$ cat src/rtl/sum_accum.sv
// Registered add / subtract / accumulate unit with status flags, a saturating
// sample counter and a block-done pulse every N accumulations.
module sum_accum #(
  parameter int unsigned W    = 4,
  parameter int unsigned ACCW = 8,
  parameter int unsigned CNTW = 8,
  parameter int unsigned N    = 4
) (
  input  logic            clk,
  input  logic            rst_n,
  input  logic            ena,
  input  logic            in_valid,
  input  logic [W-1:0]    op_a,
  input  logic [W-1:0]    op_b,
  input  logic [1:0]      mode,
  input  logic            sat_en,
  output logic            out_valid,
  output logic [ACCW-1:0] result,
  output logic [2:0]      flags,
  output logic [CNTW-1:0] count,
  output logic            block_done
);

  typedef enum logic [1:0] {
    MODE_ADD = 2'b00,
    MODE_SUB = 2'b01,
    MODE_ACC = 2'b10,
    MODE_CLR = 2'b11
  } mode_e;

  localparam logic [CNTW-1:0] CNT_MAX  = '1;
  localparam logic [CNTW-1:0] CNT_ONE  = CNTW'(1);
  localparam logic [CNTW-1:0] BLK_LAST = CNTW'(N - 1);

  logic [ACCW-1:0] acc_q, acc_d;
  logic [ACCW-1:0] result_q, result_d;
  logic            ovf_q, ovf_d;
  logic            neg_q, neg_d;
  logic            carry_q, carry_d;
  logic [CNTW-1:0] count_q, count_d;
  logic [CNTW-1:0] blk_q, blk_d;
  logic            out_valid_q, out_valid_d;
  logic            block_done_q, block_done_d;

  logic            accept;
  mode_e           op;
  logic [W:0]      add_w;
  logic [W:0]      sub_w;
  logic [ACCW:0]   acc_sum;

  assign accept  = ena & in_valid;
  assign op      = mode_e'(mode);
  assign add_w   = {1'b0, op_a} + {1'b0, op_b};
  assign sub_w   = {1'b0, op_a} - {1'b0, op_b};
  assign acc_sum = {1'b0, acc_q} + (ACCW+1)'(op_a) + (ACCW+1)'(op_b);

  // blk_q tracks count modulo N so the block pulse needs no divider.
  always_comb begin
    // NOTE: every output of this block gets a default first, so no path can infer a latch.
    acc_d        = acc_q;
    result_d     = result_q;
    ovf_d        = ovf_q;
    neg_d        = neg_q;
    carry_d      = carry_q;
    count_d      = count_q;
    blk_d        = blk_q;
    out_valid_d  = 1'b0;
    block_done_d = 1'b0;

    if (accept) begin
      out_valid_d = 1'b1;
      unique case (op)
        MODE_ADD: begin
          result_d = ACCW'(add_w);
          carry_d  = add_w[W];
          neg_d    = 1'b0;
        end
        MODE_SUB: begin
          result_d = ACCW'($signed(sub_w));
          neg_d    = (op_a < op_b);
          carry_d  = 1'b0;
        end
        MODE_ACC: begin
          if (acc_sum[ACCW]) begin
            ovf_d = 1'b1;
            acc_d = sat_en ? '1 : acc_sum[ACCW-1:0];
          end else begin
            acc_d = acc_sum[ACCW-1:0];
          end
          result_d = acc_d;
          carry_d  = acc_sum[ACCW];
          neg_d    = 1'b0;
          // A saturated counter stops both counting and block pulses.
          if (count_q != CNT_MAX) begin
            count_d = count_q + CNT_ONE;
            if (blk_q == BLK_LAST) begin
              blk_d        = '0;
              block_done_d = 1'b1;
            end else begin
              blk_d = blk_q + CNT_ONE;
            end
          end
        end
        MODE_CLR: begin
          acc_d    = '0;
          result_d = '0;
          ovf_d    = 1'b0;
          neg_d    = 1'b0;
          carry_d  = 1'b0;
          count_d  = '0;
          blk_d    = '0;
        end
      endcase
    end
  end

  always_ff @(posedge clk or negedge rst_n) begin
    if (!rst_n) begin
      acc_q        <= '0;
      result_q     <= '0;
      ovf_q        <= 1'b0;
      neg_q        <= 1'b0;
      carry_q      <= 1'b0;
      count_q      <= '0;
      blk_q        <= '0;
      out_valid_q  <= 1'b0;
      block_done_q <= 1'b0;
    end else begin
      // NOTE: non-blocking updates so every register samples pre-edge values.
      acc_q        <= acc_d;
      result_q     <= result_d;
      ovf_q        <= ovf_d;
      neg_q        <= neg_d;
      carry_q      <= carry_d;
      count_q      <= count_d;
      blk_q        <= blk_d;
      out_valid_q  <= out_valid_d;
      block_done_q <= block_done_d;
    end
  end

  assign out_valid  = out_valid_q;
  assign result     = result_q;
  assign flags      = {ovf_q, neg_q, carry_q};
  assign count      = count_q;
  assign block_done = block_done_q;

endmodule

$ cat config.mk
export PLATFORM = sky130hd
export DESIGN_NAME = sum_accum
export DESIGN_NICKNAME = d
export VERILOG_FILES = /design/src/rtl/sum_accum.sv
export SDC_FILE = /design/constraint.sdc
export NUM_CORES = 1
export LEC_CHECK = 0
export CAP_MARGIN = 15
export CELL_PAD_IN_SITES_DETAIL_PLACEMENT = 2
export CELL_PAD_IN_SITES_GLOBAL_PLACEMENT = 2
export CORE_ASPECT_RATIO = 1.1
export CORE_MARGIN = 2
export CORE_UTILIZATION = 34
export DETAILED_ROUTE_END_ITERATION = 10
export HOLD_SLACK_MARGIN = 0.05
export PLACE_DENSITY_LB_ADDON = 0.1
export SKIP_CTS_REPAIR_TIMING = 1
export SLEW_MARGIN = 20
export SYNTH_ARGS = -nofsm -noshare
export SYNTH_HDL_FRONTEND = slang
export SYNTH_SLANG_ARGS = --single-unit
$ cat constraint.sdc
create_clock -name clk -period 2.92 [get_ports clk]
set_clock_uncertainty 0.1 [all_clocks]
set_input_delay 0.438 -clock clk [delete_from_list [all_inputs] [get_ports clk]]
set_output_delay 0.438 -clock clk [all_outputs]
set_load 0.05 [all_outputs]
== After elaboration in Yosys (flattened, before gate mapping) ==
Cells that the tools add are included.
Storage, ports and cells
  bits in read-only memories: 0
  bits in writable memories: 0
  bits in registers: 37
  input bits: 15
  latch bits: 0
  memories kept: 0
Cells by class
  bitwise operators: 1
  divide/modulo/power cells: 0
  $lt $le $gt $ge: 1
  multiplexer cells: 18
  shift operators: 0
  eq/ne operators: 7
  multipliers: 0
  $add $sub $neg: 6
  reduce and logical (&&, ||, !) cells: 7
Operator list (count)
  one-hot mux 8 bit (2 select lines): 3
  two-way mux 8 bit: 5
  one-hot mux 8 bit (4 select lines): 1
  adder 8 x 1 -> 8 bit (second input constant): 2
  adder 8 x 4 -> 9 bit: 1
  adder 9 x 4 -> 9 bit: 1
  equality test 8 x 2 -> 1 bit (second input constant): 1
  inequality test 8 bit (second input constant): 1
  two-way mux 1 bit: 6
  AND reduction 3 bit: 2
  adder 4 x 4 -> 5 bit: 1
  subtractor 4 x 4 -> 5 bit: 1
  equality test 2 bit (second input constant): 2
  < comparator 4 bit: 1
  inequality test 2 bit (second input constant): 2
  one-hot mux 1 bit (2 select lines): 2
  one-hot mux 1 bit (3 select lines): 1
  OR reduction 3 bit: 1
  equality test 2 x 1 -> 1 bit (second input constant): 1
  logical NOT 2 bit: 1
  AND reduction 2 bit: 1
  nonzero test 2 bit: 1
  OR reduction 2 bit: 1
  AND 1 bit: 1

== Logic depth before layout (Yosys ltp) ==
Gate-level depths: netlist of run 1.
  word-level depth: 5
  gate-level depth with buffers: 9

== Worst setup path before layout of run 1 ==
Ideal clock, no wire load.
  kind: input-to-reg
  start: in op_b[1]
  end: reg result_q[5], in the netlist result[5]
  buffers on the path: 0
  cell stages on the path: 9
  setup time: 0.134 ns
  setup slack: 0.265 ns
  arrival: 2.421 ns
  data required time: 2.686 ns
  cell sequence: inv_1 fa_1 inv_1 ha_1 fa_1 and3_1 or3_1 a22oi_1 o21ai_0
On the way
  longest elaborated chain between the ends: 4
Ends and longest elaborated chain
  start: declaration: RTL line 14  | input logic [W-1:0] op_b,
  adder 9 x 4 -> 9 bit: RTL line 55  | assign acc_sum = {1'b0, acc_q} + (ACCW+1)'(op_a) + (ACCW+1)'(op_b);
  two-way mux 8 bit: RTL line 86  | acc_d = sat_en ? '1 : acc_sum[ACCW-1:0];
  two-way mux 8 bit: RTL line 84  | if (acc_sum[ACCW]) begin
  one-hot mux 8 bit (4 select lines) *: RTL line 72  | unique case (op)
  end signal: assignment: RTL line 131  | result_q <= result_d;
  end: declaration: RTL line 36  | logic [ACCW-1:0] result_q, result_d;
Mark *: on every way between the ends. The rest lies on a longest branch, timed or not.
A chain may end at the register's enable or synchronous reset.

== Worst setup path in the final report of run 1 ==
  start: in op_a[1]
  end: reg result_q[5], in the netlist result[5]
On the way
  longest elaborated chain between the ends: 5
Ends and longest elaborated chain
  start: declaration: RTL line 13  | input logic [W-1:0] op_a,
  adder 8 x 4 -> 9 bit: RTL line 55
  adder 9 x 4 -> 9 bit: RTL line 55
  two-way mux 8 bit: RTL line 86
  two-way mux 8 bit: RTL line 84
  one-hot mux 8 bit (4 select lines) *: RTL line 72
Marked as above.

==> results of run 1 <==
final cells by class:
| type | instances | area (um^2) |
|---|---|---|
| clock buffers | 7 | 96.3 |
| clock inverters | 1 | 5.00 |
| fillers | 765 | 3920 |
| inverters | 15 | 56.3 |
| multi-input cells | 198 | 1400 |
| flip-flops and latches | 37 | 926 |
| well taps | 85 | 106 |
| repair buffers | 55 | 495 |
flip-flops by register name, summed over array words and instances, names as in the netlist:
name	flops
out_valid	1
blk_q	8
result	8
carry_q	1
neg_q	1
acc_q	8
block_done	1
ovf_q	1
count	8
stage by stage:
| step | worst slack (ns) | total power, W |
|---|---|---|
| floorplan | 0.265 | 0.00127 |
| global route | 0.0160 | 0.00214 |
| detailed placement | -0.289 | 0.00157 |
| global placement | -0.225 | 0.00153 |
| CTS | 0.0163 | 0.00200 |
| finish | 0.109 | 0.00200 |
metal layers:
metal	track usage	part of all wire	wire length, um
met1	0.251	0.45	3360
met2	0.373	0.52	3940
met3	0.0300	0.023	170
met4	0.0397	0.0086	65
met5	0	0	0
Yosys cell counts (6+ instances only):
library cell | n | area [um^2]
a21o_1 | 6 | 45.0
a21oi_1 | 23 | 115
a22o_1 | 8 | 70.1
a31oi_1 | 7 | 43.8
and3_1 | 6 | 37.5
clkbuf_1 | 6 | 22.5
dfrtp_1 | 37 | 926
fa_1 | 7 | 140
ha_1 | 15 | 188
inv_1 | 15 | 56.3
nand2_1 | 21 | 78.8
nand3_1 | 11 | 55.1
nor2_1 | 12 | 45.0
nor3_1 | 6 | 30.0
o21ai_0 | 21 | 105
worst min-delay path by stage:
stage	startpoint	end	cells past startpoint
finish	rst_n	result[6]$_DFFE_PN0P_	1
global placement	result[6]$_DFFE_PN0P_	result[6]$_DFFE_PN0P_	2
global route	rst_n	acc_q[5]$_DFFE_PN0P_	1
floorplan	rst_n	acc_q[0]$_DFFE_PN0P_	0
detailed placement	result[5]$_DFFE_PN0P_	result[5]$_DFFE_PN0P_	2
CTS	rst_n	result[6]$_DFFE_PN0P_	1
critical path, cell delays in order:
cell and delay (ns):
clkdlybuf4s50_1 0.48, inv_1 0.06, fa_1 0.53, inv_1 0.04, ha_2 0.19, fa_2 0.34
and3_1 0.20, or3_4 0.37, a22oi_2 0.16, o21ai_0 0.09
kinds of logic (layout without fill, tap and decap cells):
kind of cell / after synthesis / count (layout) / share of synthesized area
muxes: 3 / 3 / 0.0133
adders and majority gates: 22 / 22 / 0.134
DFF: 37 / 37 / 0.378
xor gates and xnor gates: 4 / 4 / 0.0143
and+or+nand+nor: 79 / 79 / 0.166
AOI/OAI and AO/OA: 90 / 90 / 0.239
buffers and inverters: 28 / 78 / 0.0547
report_power, final:
part,total (W),internal [W],switching (W),leakage (nW)
registers,0.000698,0.000609,0.0000887,0.492
clock network,0.000414,0.000214,0.000200,0.0542
logic,0.000888,0.000365,0.000523,0.821
==> results by group, run 1 <==
Finish
  – Final non-filler cell area: 3090 um^2
  – Nets: 349
  – Post-route non-filler standard cell count: 398
  – Most frequent cells in the layout: dfrtp_1 (37), clkdlybuf4s50_1 (34), a21oi_1 (23), nand2_1 (21), o21ai_0 (21)
  – Final Util: 0.441
  – N_diodes: 0
  – Commonest non-fill, non-tap cell in the layout: dfrtp_1
  – Layout cells sized above 1: 0.121
  – Area delta synth->final: 26.2%

Place
  – RD Place Congestion: 0.806
  – DP Wirelength: 5600 um
  – Placed inst area: 2970 um^2
  – Port-buffer cells: 35
  – Inst Count DP: 390

Floorplanning
  – Initial Util: 0.349
  – Die Y-Extent: 93.0 um
  – Core area: 7010 um^2
  – Die width: 84.9 um
  – I/O pin count: 36
  – Die area: 7890 um^2
  – Rows: 32

Synthesis
  – Asr flop ratio synth: 1.00
  – Yosys cell types: 50
  – Yosys warning count: 0
  – Dominant synthesized flop cell: dfrtp_1
  – Post-Syn Nets: 300
  – Syn_area_per_cell: 9.31 um^2
  – Synth Cell Area: 2450 um^2
  – Yosys reg bits: 37
  – Sequential-to-total area share from yosys stat: 0.378
  – Cells after Synth: 263
  – Number of synthesized flops with an enable pin: 0

Clock network
  – Clk pin slew, worst setup/hold paths: 0.08 ns
  – H-tree depth: 2
  – Clock buffer depth: 2
  – CTS root buf: clkbuf_8
  – Clk Latency, worst-skew pair: 0.29 ns
  – Clk sinks: 37
  – CTS Buf Count: 5
  – CTS tree: yes

Global route
  – Initial antenna violation count: 0
  – Global Route Usage Sum: 0.202
  – Vias in the first global route: 2466
  – Largest net degree at the start of global routing: 38
  – First-pass GRT wire length: 12500 um
  – GRT overflow: 0

Critical path
  – Cells on worst reg2reg path: 9
  – Worst setup SP type: input port
  – CP Data Required Time: 3.00 ns
  – CP max FO: 2
  – Critical R2R Launch: acc_q[1]$_DFFE_PN0P_
  – RR Endpoint: result[5]$_DFFE_PN0P_
  – Worst setup endpoint: result[5]$_DFFE_PN0P_
  – Worst Setup SP: op_a[1]
  – CP Class: in2reg
  – FF-to-FF setup slack: 0.47 ns
  – Worst Path Arrival: 2.89 ns
  – Worst setup EP type: flip-flop

Power and ir drop
  – Static Leak: 1.37 nW
  – PwrDens: 648 nW/um^2
  – Peak VDD IR: 0.284 mV

STA
  – Final setup violating endpoints: 0
  – Tmin final: 2.81 ns
  – Max Transition Viols Final: 0
  – Final Hold Viols: 0
  – Max_slew headroom: 0.394
  – Unrepaired setup endpoints after global routing: no
  – Worst hold slack: 0.166 ns
  – Tcrit/Tclk final: 0.963
  – Slew @ Worst Pin: 0.909 ns
  – Peak Freq: 356 MHz
  – Setup tns final: 0 ns

Outcome
  – Status: finished clean

Drt
  – Routed WL per cell: 18.9 um
  – DRT Pass-1 Iters: 2
  – Iter 0 DRT Violations: 30
  – DRC: 0
  – Drt via density: 5.64
  – Vias: 2244
  – Wirelength, routed: 7540 um
  – Final ANT Viol Nets: 0

Job
  – Max-cap viol count: 0

Min path
  – Worst hold path class: in2async
Power figures use the tool's default switching activity.
==> run 2: changes to the inputs <==
Settings changed: CORE_MARGIN 2 to 3.
==> run 2 against run 1 <==
Effect of this change: clock power rose by 6.8%; setup slack got worse by 0.011 ns; flip-flop and latch count did not move; via count barely moved; highest routed layer unchanged; critical endpoint unchanged; sequential share of layout area rose by 0.061 points; largest power group unchanged; register-to-register slack got worse by 0.03 ns; die area rose by 4.6%; hold slack improved by 0.0070 ns; sequential power barely moved.
==> results by group, run 2 (synthesis gave the netlist of run 1 again) <==
Global route
  – First-pass GRT wire length: 13100 um (was 12500 um)
  – Initial antenna violation count: 0 (unchanged)
  – Largest net degree at the start of global routing: 38 (unchanged)
  – Global Route Usage Sum: 0.205 (was 0.202)
  – GRT overflow: 0 (unchanged)
  – Vias in the first global route: 2572 (was 2466)

Drt
  – Iter 0 DRT Violations: 56 (was 30)
  – Vias: 2246 (was 2244)
  – Wirelength, routed: 7850 um (was 7540 um)
  – DRC: 0 (unchanged)
  – Drt via density: 5.70 (was 5.64)
  – DRT Pass-1 Iters: 4 (was 2)
  – Final ANT Viol Nets: 0 (unchanged)
  – Routed WL per cell: 19.9 um (was 18.9 um)

STA
  – Peak Freq: 354 MHz (was 356 MHz)
  – Max_slew headroom: 0.397 (was 0.394)
  – Tcrit/Tclk final: 0.966 (was 0.963)
  – Tmin final: 2.82 ns (was 2.81 ns)
  – Unrepaired setup endpoints after global routing: no (unchanged)
  – Setup tns final: 0 ns (unchanged)
  – Slew @ Worst Pin: 0.904 ns (was 0.909 ns)
  – Final setup violating endpoints: 0 (unchanged)
  – Max Transition Viols Final: 0 (unchanged)
  – Final Hold Viols: 0 (unchanged)

Floorplanning
  – Die area: 8250 um^2 (was 7890 um^2)
  – Rows: 31 (was 32)
  – Die Y-Extent: 95.0 um (was 93.0 um)
  – Core area: 6790 um^2 (was 7010 um^2)
  – I/O pin count: 36 (unchanged)
  – Initial Util: 0.361 (was 0.349)
  – Die width: 86.9 um (was 84.9 um)

Finish
  – N_diodes: 0 (unchanged)
  – Final non-filler cell area: 3080 um^2 (was 3090 um^2)
  – Final Util: 0.454 (was 0.441)
  – FF+latch area: 926 um^2 (unchanged)
  – Commonest non-fill, non-tap cell in the layout: dfrtp_1 (unchanged)
  – Area of the multi-input gates: 1400 um^2 (about the same)
  – Area delta synth->final: 25.9% (was 26.2%)
  – Most frequent cells in the layout: dfrtp_1 (37), clkdlybuf4s50_1 (34), a21oi_1 (23), nand2_1 (21) (was dfrtp_1 (37), clkdlybuf4s50_1 (34), a21oi_1 (23), nand2_1 (21), o21ai_0 (21))
  – Layout cells sized above 1: 0.115 (was 0.121)
  – Post-route non-filler standard cell count: 394 (was 398)
  – Nets: 349 (unchanged)
  – Layout fillers: 739 (was 765)

Critical path
  – Worst setup SP type: input port (unchanged)
  – CP dominant cell by count: inv_1 (unchanged)
  – FF-to-FF setup slack: 0.44 ns (was 0.47 ns)
  – WP buf/inv: 3 (unchanged)
  – Slowest cell delay on critical path: 0.55 ns (was 0.53 ns)
  – Critical Path Slowest Stage Cell: fa_1 (unchanged)
  – Cell family with most CP delay: adder cells (unchanged)
  – CP Class: in2reg (unchanged)
  – CP Data Required Time: 2.99 ns (was 3.00 ns)
  – CP max FO: 2 (unchanged)
  – Worst Path Arrival: 2.89 ns (about the same)
  – Worst setup EP type: flip-flop (unchanged)
  – Worst-path cell chain: clkdlybuf4s50_1 -> inv_1 -> fa_1 -> inv_1 -> ha_2 -> fa_2 -> and3_1 -> or3_1 -> a22oi_2 -> o21ai_1 (was clkdlybuf4s50_1 -> inv_1 -> fa_1 -> inv_1 -> ha_2 -> fa_2 -> and3_1 -> or3_4 -> a22oi_2 -> o21ai_0)

Place
  – Inst Count DP: 387 (was 390)
  – Placed inst area: 2970 um^2 (about the same)
  – Port-buffer cells: 35 (unchanged)
  – DP Wirelength: 5900 um (was 5600 um)
  – RD Place Congestion: 0.772 (was 0.806)

Min path
  – Worst hold path class: in2async (unchanged)

Clock network
  – CTS tree: yes (unchanged)
  – Clk Latency, worst-skew pair: 0.29 ns (about the same)
  – H-tree depth: 2 (unchanged)
  – CTS root buf: clkbuf_8 (unchanged)
  – Clk pin slew, worst setup/hold paths: 0.08 ns (about the same)
  – Clk sinks: 37 (unchanged)
  – Clock buffer depth: 2 (unchanged)
  – CTS Buf Count: 5 (unchanged)

Power and ir drop
  – Power Total: 0.00205 W (was 0.00200 W)
  – Static Leak: 1.37 nW (about the same)
  – Peak VDD IR: 0.284 mV (about the same)
  – PwrDens: 664 nW/um^2 (was 648 nW/um^2)

Job
  – Max-cap viol count: 0 (unchanged)

Outcome
  – Status: finished clean (unchanged)
[run 2: cell count changes in the layout (fill, tap and decap cells not counted)]
cell / before / now
clkbuf_8: 7 / 5
bufinv_16: 0 / 1
o21ai_0: 21 / 20
o21ai_1: 0 / 1
or3_1: 1 / 2
or3_4: 1 / 0
[run 2: power breakdown]
group	switching (W)	leakage, nW	total [W]	internal (W)
Clock	0.000193	0.0540	0.000442	0.000248
Combinational	0.000543	0.820	0.000902	0.000360
Sequential	0.0000918	0.492	0.000701	0.000609
Total	0.000828	1.37	0.00205	0.00122
[run 2: area by class of cell]
cell class | instances | area share
Clock inverter | 2 | 0.0114
Timing Repair Buffer | 55 | 0.161
Tap cell | 82 | 0.0333
Sequential cell | 37 | 0.300
Clock buffer | 5 | 0.0223
Multi-Input combinational cell | 198 | 0.454
Inverter | 15 | 0.0183
[run 2: final timing paths]
check	from	end	cells after the start
worst max-delay path	op_a[1]	result[5]$_DFFE_PN0P_	10
worst min-delay path	rst_n	acc_q[1]$_DFFE_PN0P_	1
worst max register to register	acc_q[1]$_DFFE_PN0P_	result[5]$_DFFE_PN0P_	9
worst min register to register	result[6]$_DFFE_PN0P_	result[6]$_DFFE_PN0P_	2
max in group asynchronous	rst_n	count[3]$_DFFE_PN0P_	1
min in group clk	result[6]$_DFFE_PN0P_	result[6]$_DFFE_PN0P_	2
[run 2: layer usage]
metal / part of all wire / global-route usage / vias up
met3: 0.026 / 0.0323 / 10
met1: 0.45 / 0.261 / 1145
li1: - / - / 1058
met5: 0 / 0 / -
met2: 0.51 / 0.358 / 33
met4: 0.012 / 0.0545 / 0
[run 2: worst reg2reg max path, stage by stage (launching register included)]
cell	delay (ns)
dfrtp_1	0.34
inv_1	0.06
fa_1	0.50
inv_1	0.05
ha_2	0.20
fa_2	0.34
and3_1	0.19
or3_1	0.36
a22oi_2	0.15
o21ai_1	0.08
[run 2: metrics by stage]
stage / worst slack (ns) / hold WS [ns]
after CTS: -0.0211 / 0.223
final: 0.0983 / 0.173
after global placement: -0.252 / 0.378
after floorplan: 0.265 / 0.0424
after global routing: 0.00931 / 0.236
after detailed placement: -0.317 / 0.390
==> run 3: changes to the inputs <==
Settings changed: CTS_BUF_LIST set to sky130_fd_sc_hd__clkbuf_16.
==> run 3 against run 2 <==
Effect of this change: maximum frequency increased by 0.22%; sequential power increased by 0.9%; clock-buffer cell count unchanged; combinational power increased by 2.9%; clock power increased by 39%; register-to-register slack improved by 0.02 ns; critical endpoint unchanged; largest power group unchanged.
==> results by group, run 3 (synthesis gave the netlist of run 1 again) <==
Finish
  – Most frequent cells in the layout: dfrtp_1 (37), clkdlybuf4s50_1 (34), a21oi_1 (23), nand2_1 (21) (unchanged)
  – FF+latch area: 926 um^2 (unchanged)
  – Area of the multi-input gates: 1410 um^2 (was 1400 um^2)
  – Layout fillers: 737 (was 739)
  – Commonest non-fill, non-tap cell in the layout: dfrtp_1 (unchanged)
  – Area delta synth->final: 28.6% (was 25.9%)
  – Layout cells sized above 1: 0.122 (was 0.115)
  – Final Util: 0.464 (was 0.454)
  – N_diodes: 0 (unchanged)
  – Nets: 349 (unchanged)

Critical path
  – Worst Path Arrival: 2.88 ns (was 2.89 ns)
  – CP max FO: 2 (unchanged)
  – Slowest cell delay on critical path: 0.55 ns (about the same)
  – CP Class: in2reg (unchanged)
  – WP buf/inv: 3 (unchanged)
  – CP Depth: 10 (unchanged)
  – Critical Path Slowest Stage Cell: fa_1 (unchanged)
  – FF-to-FF setup slack: 0.46 ns (was 0.44 ns)
  – Worst-path cell chain: clkdlybuf4s50_1 -> inv_1 -> fa_1 -> inv_1 -> ha_2 -> fa_2 -> and3_4 -> or3_4 -> a22oi_2 -> o21ai_1 (was clkdlybuf4s50_1 -> inv_1 -> fa_1 -> inv_1 -> ha_2 -> fa_2 -> and3_1 -> or3_1 -> a22oi_2 -> o21ai_1)
  – Cells on worst reg2reg path: 9 (unchanged)
  – CP Data Required Time: 2.99 ns (about the same)
  – RR Endpoint: result[5]$_DFFE_PN0P_ (unchanged)
  – CP dominant cell by count: inv_1 (unchanged)
  – Worst setup endpoint: result[5]$_DFFE_PN0P_ (unchanged)
  – Worst setup EP type: flip-flop (unchanged)
  – Cell family with most CP delay: adder cells (unchanged)
  – Worst setup SP type: input port (unchanged)
  – Critical R2R Launch: acc_q[1]$_DFFE_PN0P_ (unchanged)
  – Worst Setup SP: op_a[1] (unchanged)

Floorplanning
  – Core area: 6790 um^2 (unchanged)
  – Die Y-Extent: 95.0 um (unchanged)
  – Die area: 8250 um^2 (unchanged)
  – Rows: 31 (unchanged)
  – I/O pin count: 36 (unchanged)
  – Die width: 86.9 um (unchanged)
  – Initial Util: 0.361 (unchanged)

Power and ir drop
  – Sequential power share: 0.314 (was 0.343)
  – Sw frac: 0.385 (was 0.405)
  – Net switching power: 0.000866 W (was 0.000828 W)
  – Cell internal pwr: 0.00138 W (was 0.00122 W)
  – Static Leak: 1.39 nW (was 1.37 nW)
  – PwrDens: 714 nW/um^2 (was 664 nW/um^2)
  – Comb power frac: 0.413 (was 0.441)
  – Peak VDD IR: 0.318 mV (was 0.284 mV)
  – Clk pwr share: 0.273 (was 0.216)

Clock network
  – CTS tree: yes (unchanged)
  – CTS root buf: clkbuf_16 (was clkbuf_8)
  – H-tree depth: 2 (unchanged)
  – Clk sinks: 37 (unchanged)
  – Clk pin slew, worst setup/hold paths: 0.06 ns (was 0.08 ns)
  – Clock buffer depth: 2 (unchanged)
  – Clk Latency, worst-skew pair: 0.28 ns (was 0.29 ns)
  – CTS Buf Count: 5 (unchanged)

Drt
  – Routed WL per cell: 20.4 um (was 19.9 um)
  – Drt via density: 5.77 (was 5.70)
  – Wirelength, routed: 8030 um (was 7850 um)
  – Vias: 2273 (was 2246)
  – DRC: 0 (unchanged)
  – Final ANT Viol Nets: 0 (unchanged)
  – DRT Pass-1 Iters: 4 (unchanged)
  – Iter 0 DRT Violations: 83 (was 56)

STA
  – Final setup violating endpoints: 0 (unchanged)
  – Unrepaired setup endpoints after global routing: no (unchanged)
  – Setup tns final: 0 ns (unchanged)
  – Final Hold Viols: 0 (unchanged)
  – Max_slew headroom: 0.389 (was 0.397)
  – Peak Freq: 355 MHz (was 354 MHz)
  – Tcrit/Tclk final: 0.964 (was 0.966)
  – Tmin final: 2.82 ns (about the same)
  – Slew @ Worst Pin: 0.917 ns (was 0.904 ns)
  – Max Transition Viols Final: 0 (unchanged)

Global route
  – Global Route Usage Sum: 0.209 (was 0.205)
  – Vias in the first global route: 2571 (was 2572)
  – Largest net degree at the start of global routing: 38 (unchanged)
  – First-pass GRT wire length: 13300 um (was 13100 um)
  – GRT overflow: 0 (unchanged)
  – Initial antenna violation count: 0 (unchanged)

Min path
  – Worst hold path class: in2async (unchanged)

Place
  – DP Wirelength: 5900 um (unchanged)
  – Port-buffer cells: 35 (unchanged)
  – RD Place Congestion: 0.772 (unchanged)

Outcome
  – Status: finished clean (unchanged)

Job
  – Max-cap viol count: 0 (unchanged)
==> run 3: cell types whose count changed in the layout (fill, tap and decap cells not counted) <==
cell and change:
and3_1 -1, and3_4 +1, clkbuf_16 +5, clkbuf_8 -5
or3_1 -1, or3_4 +1
==> run 3: layer usage <==
metal / up-vias / routed length, um / global-route usage / share of wire
li1: 1060 / - / - / -
met1: 1163 / 3570 / 0.265 / 0.44
met3: 12 / 210 / 0.0323 / 0.026
met4: 0 / 134 / 0.0610 / 0.017
met2: 38 / 4120 / 0.365 / 0.51
met5: - / 0 / 0 / 0
==> run 3: how the worst min path moves through the flow <==
| stage | startpoint | to | slack, ns | cells after the start |
|---|---|---|---|---|
| 2_1_floorplan | rst_n | acc_q[0]$_DFFE_PN0P_ | 0.04 | 0 |
| 3_3_place_gp | result[5]$_DFFE_PN0P_ | result[5]$_DFFE_PN0P_ | 0.38 | 2 |
| 3_5_place_dp | ovf_q$_DFFE_PN0P_ | ovf_q$_DFFE_PN0P_ | 0.39 | 2 |
| 4_1_cts | rst_n | acc_q[1]$_DFFE_PN0P_ | 0.24 | 1 |
| 5_1_grt | rst_n | acc_q[1]$_DFFE_PN0P_ | 0.25 | 1 |
| 6_report | rst_n | acc_q[1]$_DFFE_PN0P_ | 0.20 | 1 |
==> run 3: cell type report <==
| type | count | share of cell area |
|---|---|---|
| timing repair buffer | 55 | 0.157 |
| sequential | 37 | 0.294 |
| clock inverter | 2 | 0.0111 |
| tap | 82 | 0.0326 |
| inverter | 15 | 0.0179 |
| multi-input combinational | 198 | 0.447 |
| clock buffer | 5 | 0.0397 |
==> run 3: per-stage QoR <==
stage	cell area, um^2	total power (W)	std cells	hold slack [ns]	setup slack, ns
2_1_floorplan	2450	0.00127	263	0.0424	0.265
3_3_place_gp	2970	0.00154	387	0.378	-0.252
3_5_place_dp	2970	0.00159	387	0.390	-0.317
4_1_cts	3130	0.00224	394	0.236	-0.0311
5_1_grt	3150	0.00239	394	0.254	0.0118
6_report	3150	0.00225	394	0.195	0.104
==> run 3: worst reg2reg max path, cell delays in order, from the launching register on <==
cell	delay, ns
dfrtp_1	0.33
inv_1	0.06
fa_1	0.49
inv_1	0.05
ha_2	0.20
fa_2	0.34
and3_4	0.19
or3_4	0.36
a22oi_2	0.15
o21ai_1	0.07
==> run 3: power groups by stage <==
stage | logic [W] | clock network (W) | registers [W]
floorplan | 0.000453 | 0 | 0.000820
global placement | 0.000838 | 0 | 0.000703
detailed placement | 0.000883 | 0 | 0.000710
CTS | 0.000910 | 0.000626 | 0.000706
global route | 0.00102 | 0.000652 | 0.000722
finish | 0.000928 | 0.000614 | 0.000707
==> patch 1: new RTL, config.mk and constraints of run 3 <==
Change the parameter `W` from 4 to 5.
--- a/src/rtl/sum_accum.sv
+++ b/src/rtl/sum_accum.sv
@@ -2,5 +2,5 @@
 // sample counter and a block-done pulse every N accumulations.
 module sum_accum #(
-  parameter int unsigned W    = 4,
+  parameter int unsigned W    = 5,
   parameter int unsigned ACCW = 8,
   parameter int unsigned CNTW = 8,
Ports: changed (resized op_a and op_b); port bits go from 36 to 38. The function was not compared with the original's and may differ.
==> patch 1 against run 3 <==
  * Power up 6.3%
  * Final cell count up 1.5%
  * Combinational power up 15%
  * Utilization up 1.9 points
  * Area after synthesis down 2.6%
  * Setup slack worse by 0.017 ns
  * Maximum frequency down 0.60%
  * Design area up 3.0%
  * Wire length down 0.37%
  * Sequential power down 2%
  * Clock power up 2%
  * Sequential cell count unchanged
  * Synthesized cell count down 3.8%
==> patch 1: results (changes against run 3) <==
Post-DP Area=3010 µm² (was 2970 µm²); Seq. pwr=0.694 mW (was 0.707 mW); Reg2Reg Setup Slack=0.30 ns (was 0.46 ns); Post-DP HPWL=5.93 mm (was 5.90 mm); Placed Cells=392 (was 387); VDD IR max=371 µV (was 318 µV); post-synthesis sequential area ratio=38.8% (was 37.8%); met3 routed WL=260 µm (was 210 µm); status=complete, no violations (unchanged); Relative slew margins=39.3% (was 38.9%); Reg-to-Reg End=result[3] (was result[5]); Synth cell types=51 (was 50); met1 Resource Use GR=26.6% (was 26.5%); Crit path arrival time=2.89 ns (was 2.88 ns); Iteration-0 DRC Markers=63 (was 83); M1 WL=3.48 mm (was 3.57 mm); Synth Area in XOR/XNOR=4.41% (was 1.43%); mux contribution to synthesized area=0.839% (was 1.33%); static leakage=1.52 nW (was 1.39 nW); post-synthesis compound-gate area fraction=16.5% (was 23.9%); Clock Power Share=26.2% (was 27.3%); fillers=752 (was 737); M3 GR Usage=4.04% (was 3.23%); first-pass GRT wire length=13.2 mm (was 13.3 mm); port bufs=37 (was 35); layout cells sized above 1=16.7% (was 12.2%); synth cell count leaders=41 x nand2_1, 37 x dfrtp_1, 18 x ha_1, 18 x inv_1, 17 x nor2_1 (was 37 x dfrtp_1, 23 x a21oi_1, 21 x nand2_1, 21 x o21ai_0); GRT Total Usage=21.4% (was 20.9%); syn nets=296 (was 300); CP max stage delay=0.53 ns (was 0.55 ns); synthesized instance count=253 (was 263); reg2reg start=acc_q[4] (was acc_q[1]); WHS=0.185 ns (was 0.195 ns); metal2 WL=4.11 mm (was 4.12 mm); vias per cell=5.38 (was 5.77); Synth area leaders=dfrtp_1 39%, ha_1 9.4%, fa_1 6.7% (was dfrtp_1 38%, ha_1 7.7%, fa_1 5.7%); WL final=8.00 mm (was 8.03 mm)
## patch 1: cell count changes after synthesis, moves of 4 or more
cell / before / now
nand2_1: 21 / 41
a21oi_1: 23 / 11
o21ai_0: 21 / 9
o21ai_1: 0 / 10
a22o_1: 8 / 1
a31oi_1: 7 / 0
a21o_1: 6 / 1
clkbuf_1: 6 / 1
nor2_1: 12 / 17
xnor2_1: 3 / 8
nor3_1: 6 / 2
## patch 1: kinds of logic (layout without fill, tap and decap cells)
| group | count (synthesis) | count (layout) |
|---|---|---|
| xor gates and xnor gates | 12 | 12 |
| and+or+nand+nor | 93 | 93 |
| AOI/OAI and AO/OA | 57 | 57 |
| muxes | 2 | 2 |
| DFF | 37 | 37 |
| buffers and inverters | 26 | 91 |
| adders and majority gates | 26 | 26 |
## patch 1: cell type report
class                   count  area share, %
multi-input cells         190           43.3
flip-flops and latches     37           28.6
repair buffers             64           17.6
clock buffers               5           3.86
well taps                  82           3.16
inverters                  19           2.20
clock inverters             3           1.31
==> patch 2: new RTL, flow settings as in run 3 <==
Made on the original files. Register the output `flags`, without a reset; this adds one clock of latency there. The other outputs are not delayed to match. Comments in the files are not updated.
--- a/src/rtl/sum_accum.sv
+++ b/src/rtl/sum_accum.sv
@@ -142,5 +142,7 @@
   assign out_valid  = out_valid_q;
   assign result     = result_q;
-  assign flags      = {ovf_q, neg_q, carry_q};
+  always_ff @(posedge clk) begin
+    flags <= {ovf_q, neg_q, carry_q};
+  end
   assign count      = count_q;
   assign block_done = block_done_q;
Formal check against the unedited RTL: not equivalent (Yosys sat finds a counterexample within 4 cycles, from zero or initial values and one cycle with rst_n low).
==> patch 2 against run 3 <==
  * Maximum frequency fell by 0.45%
  * Wire length is 8.8% lower
  * Largest power group unchanged
  * Utilization increased by 0.38 points
  * Area after synthesis is 3.6% lower
  * Design area shrank 0.91%
  * Register-to-register slack lost 0.05 ns
  * Sequential cell count is 3 higher
  * Synthesized cell count down 3.4%
  * Power down 7.1%
  * Setup slack lost 0.013 ns
==> patch 2: results (changes against run 3) <==
status=complete, no violations (unchanged); Synth area leaders=dfrtp_1 39%, ha_1 8.0%, fa_1 5.9% (was dfrtp_1 38%, ha_1 7.7%, fa_1 5.7%); top sig layer=met4 (unchanged); M1 WL=3.11 mm (was 3.57 mm); met3 routed WL=160 µm (was 210 µm); port bufs=35 (unchanged); vias=2181 (was 2273); initial antenna violation count=0 (unchanged); layout cells sized above 1=12.4% (was 12.2%); GR Util met2=35.6% (was 36.5%); worst-path maximum fanout=2 (unchanged); VDD IR max=254 µV (was 318 µV); Avg Inst Size Synth=9.29 µm² (was 9.31 µm²); Synth cell types=42 (was 50); Slew @ Worst Pin=0.894 ns (was 0.917 ns); first-pass GRT wire length=12.2 mm (was 13.3 mm); syn nets=291 (was 300); global placement routability congestion=0.762 (was 0.772); Power Internal=1.29 mW (was 1.38 mW); synth cell count leaders=37 x dfrtp_1, 33 x nand2_1, 27 x o21ai_0, 19 x a21oi_1 (was 37 x dfrtp_1, 23 x a21oi_1, 21 x nand2_1, 21 x o21ai_0); Iteration-0 DRC Markers=77 (was 83); Post-DP Area=2950 µm² (was 2970 µm²); ys async rst share=92.5% (was 100%); combinational cell power=0.818 mW (was 0.928 mW); largest net degree at the start of global routing=38 (unchanged); Most used DFF post-synth=dfrtp_1 (unchanged); DR WL/cell=18.5 µm (was 20.4 µm); Seq cells post-synth=40 (was 37); vias per cell=5.49 (was 5.77); YS warnings=0 (unchanged); Worst Hold Class=input pin to asynchronous set/reset pin (unchanged); vias in the first global route=2409 (was 2571); worst slack at placement=-0.335 ns (was -0.317 ns); P_sw=0.800 mW (was 0.866 mW); M3 GR Usage=3.08% (was 3.23%); Crit path arrival time=2.89 ns (was 2.88 ns); metal2 WL=3.93 mm (was 4.12 mm); Final nets=351 (was 349); static leakage=1.44 nW (was 1.39 nW); Reg clk slew, reported paths=0.06 ns (about the same); post-synthesis sequential area ratio=41.8% (was 37.8%); GRT Total Usage=19.4% (was 20.9%); Clock Power Share=25.6% (was 27.3%); Placed Cells=388 (was 387); met1 Resource Use GR=23.4% (was 26.5%); Post-DP HPWL=5.38 mm (was 5.90 mm)
-- patch 2: cell count changes after synthesis, sizes merged, moves of 4 or more --
cell | before | now
a21o | 6 | 0
a22o | 8 | 1
o31ai | 2 | 8
nor3 | 6 | 1
nand2 | 21 | 33
a21oi | 23 | 19
o21ai | 21 | 30
clkbuf | 6 | 2
-- patch 2: worst paths after layout --
| check | from | to | slack [ns] | cells after the start |
|---|---|---|---|---|
| max | op_a[1] | result[5] | 0.09 | 11 |
| min | rst_n | neg_q | 0.19 | 1 |
| max reg2reg | acc_q[2] | acc_q[7] | 0.41 | 8 |
| min reg2reg | ovf_q | flags[2] | 0.27 | 0 |
| max in group asynchronous | rst_n | acc_q[1] | 1.98 | 1 |
| min in group clk | ovf_q | flags[2] | 0.27 | 0 |
-- patch 2: critical path, stage by stage --
cell             delay, ns
clkdlybuf4s50_1       0.51
inv_1                 0.08
fa_1                  0.54
inv_1                 0.05
ha_1                  0.23
fa_2                  0.37
nand3_2               0.11
nand2_1               0.10
xor2_1                0.17
o21ai_1               0.19
nand2_1               0.10
-- patch 2: area by class of cell --
class,count,area (µm²)
Fill cell,725,3550
Multi-Input combinational cell,191,1300
Sequential cell,40,986
Timing Repair Buffer,60,533
Clock buffer,5,125
Tap cell,82,103
Inverter,16,60.1
Clock inverter,3,15.0
-- patch 2: cell families after synthesis --
kind of cell    count (synthesis)  share of synthesized area, %
xor+xnor                        6                          2.23
fa+ha+maj                      22                          13.9
mux                             2                         0.848
flops                          40                          41.8
simple gates                   83                          16.9
buf+inv                        23                          4.14
compound gates                 78                          20.3
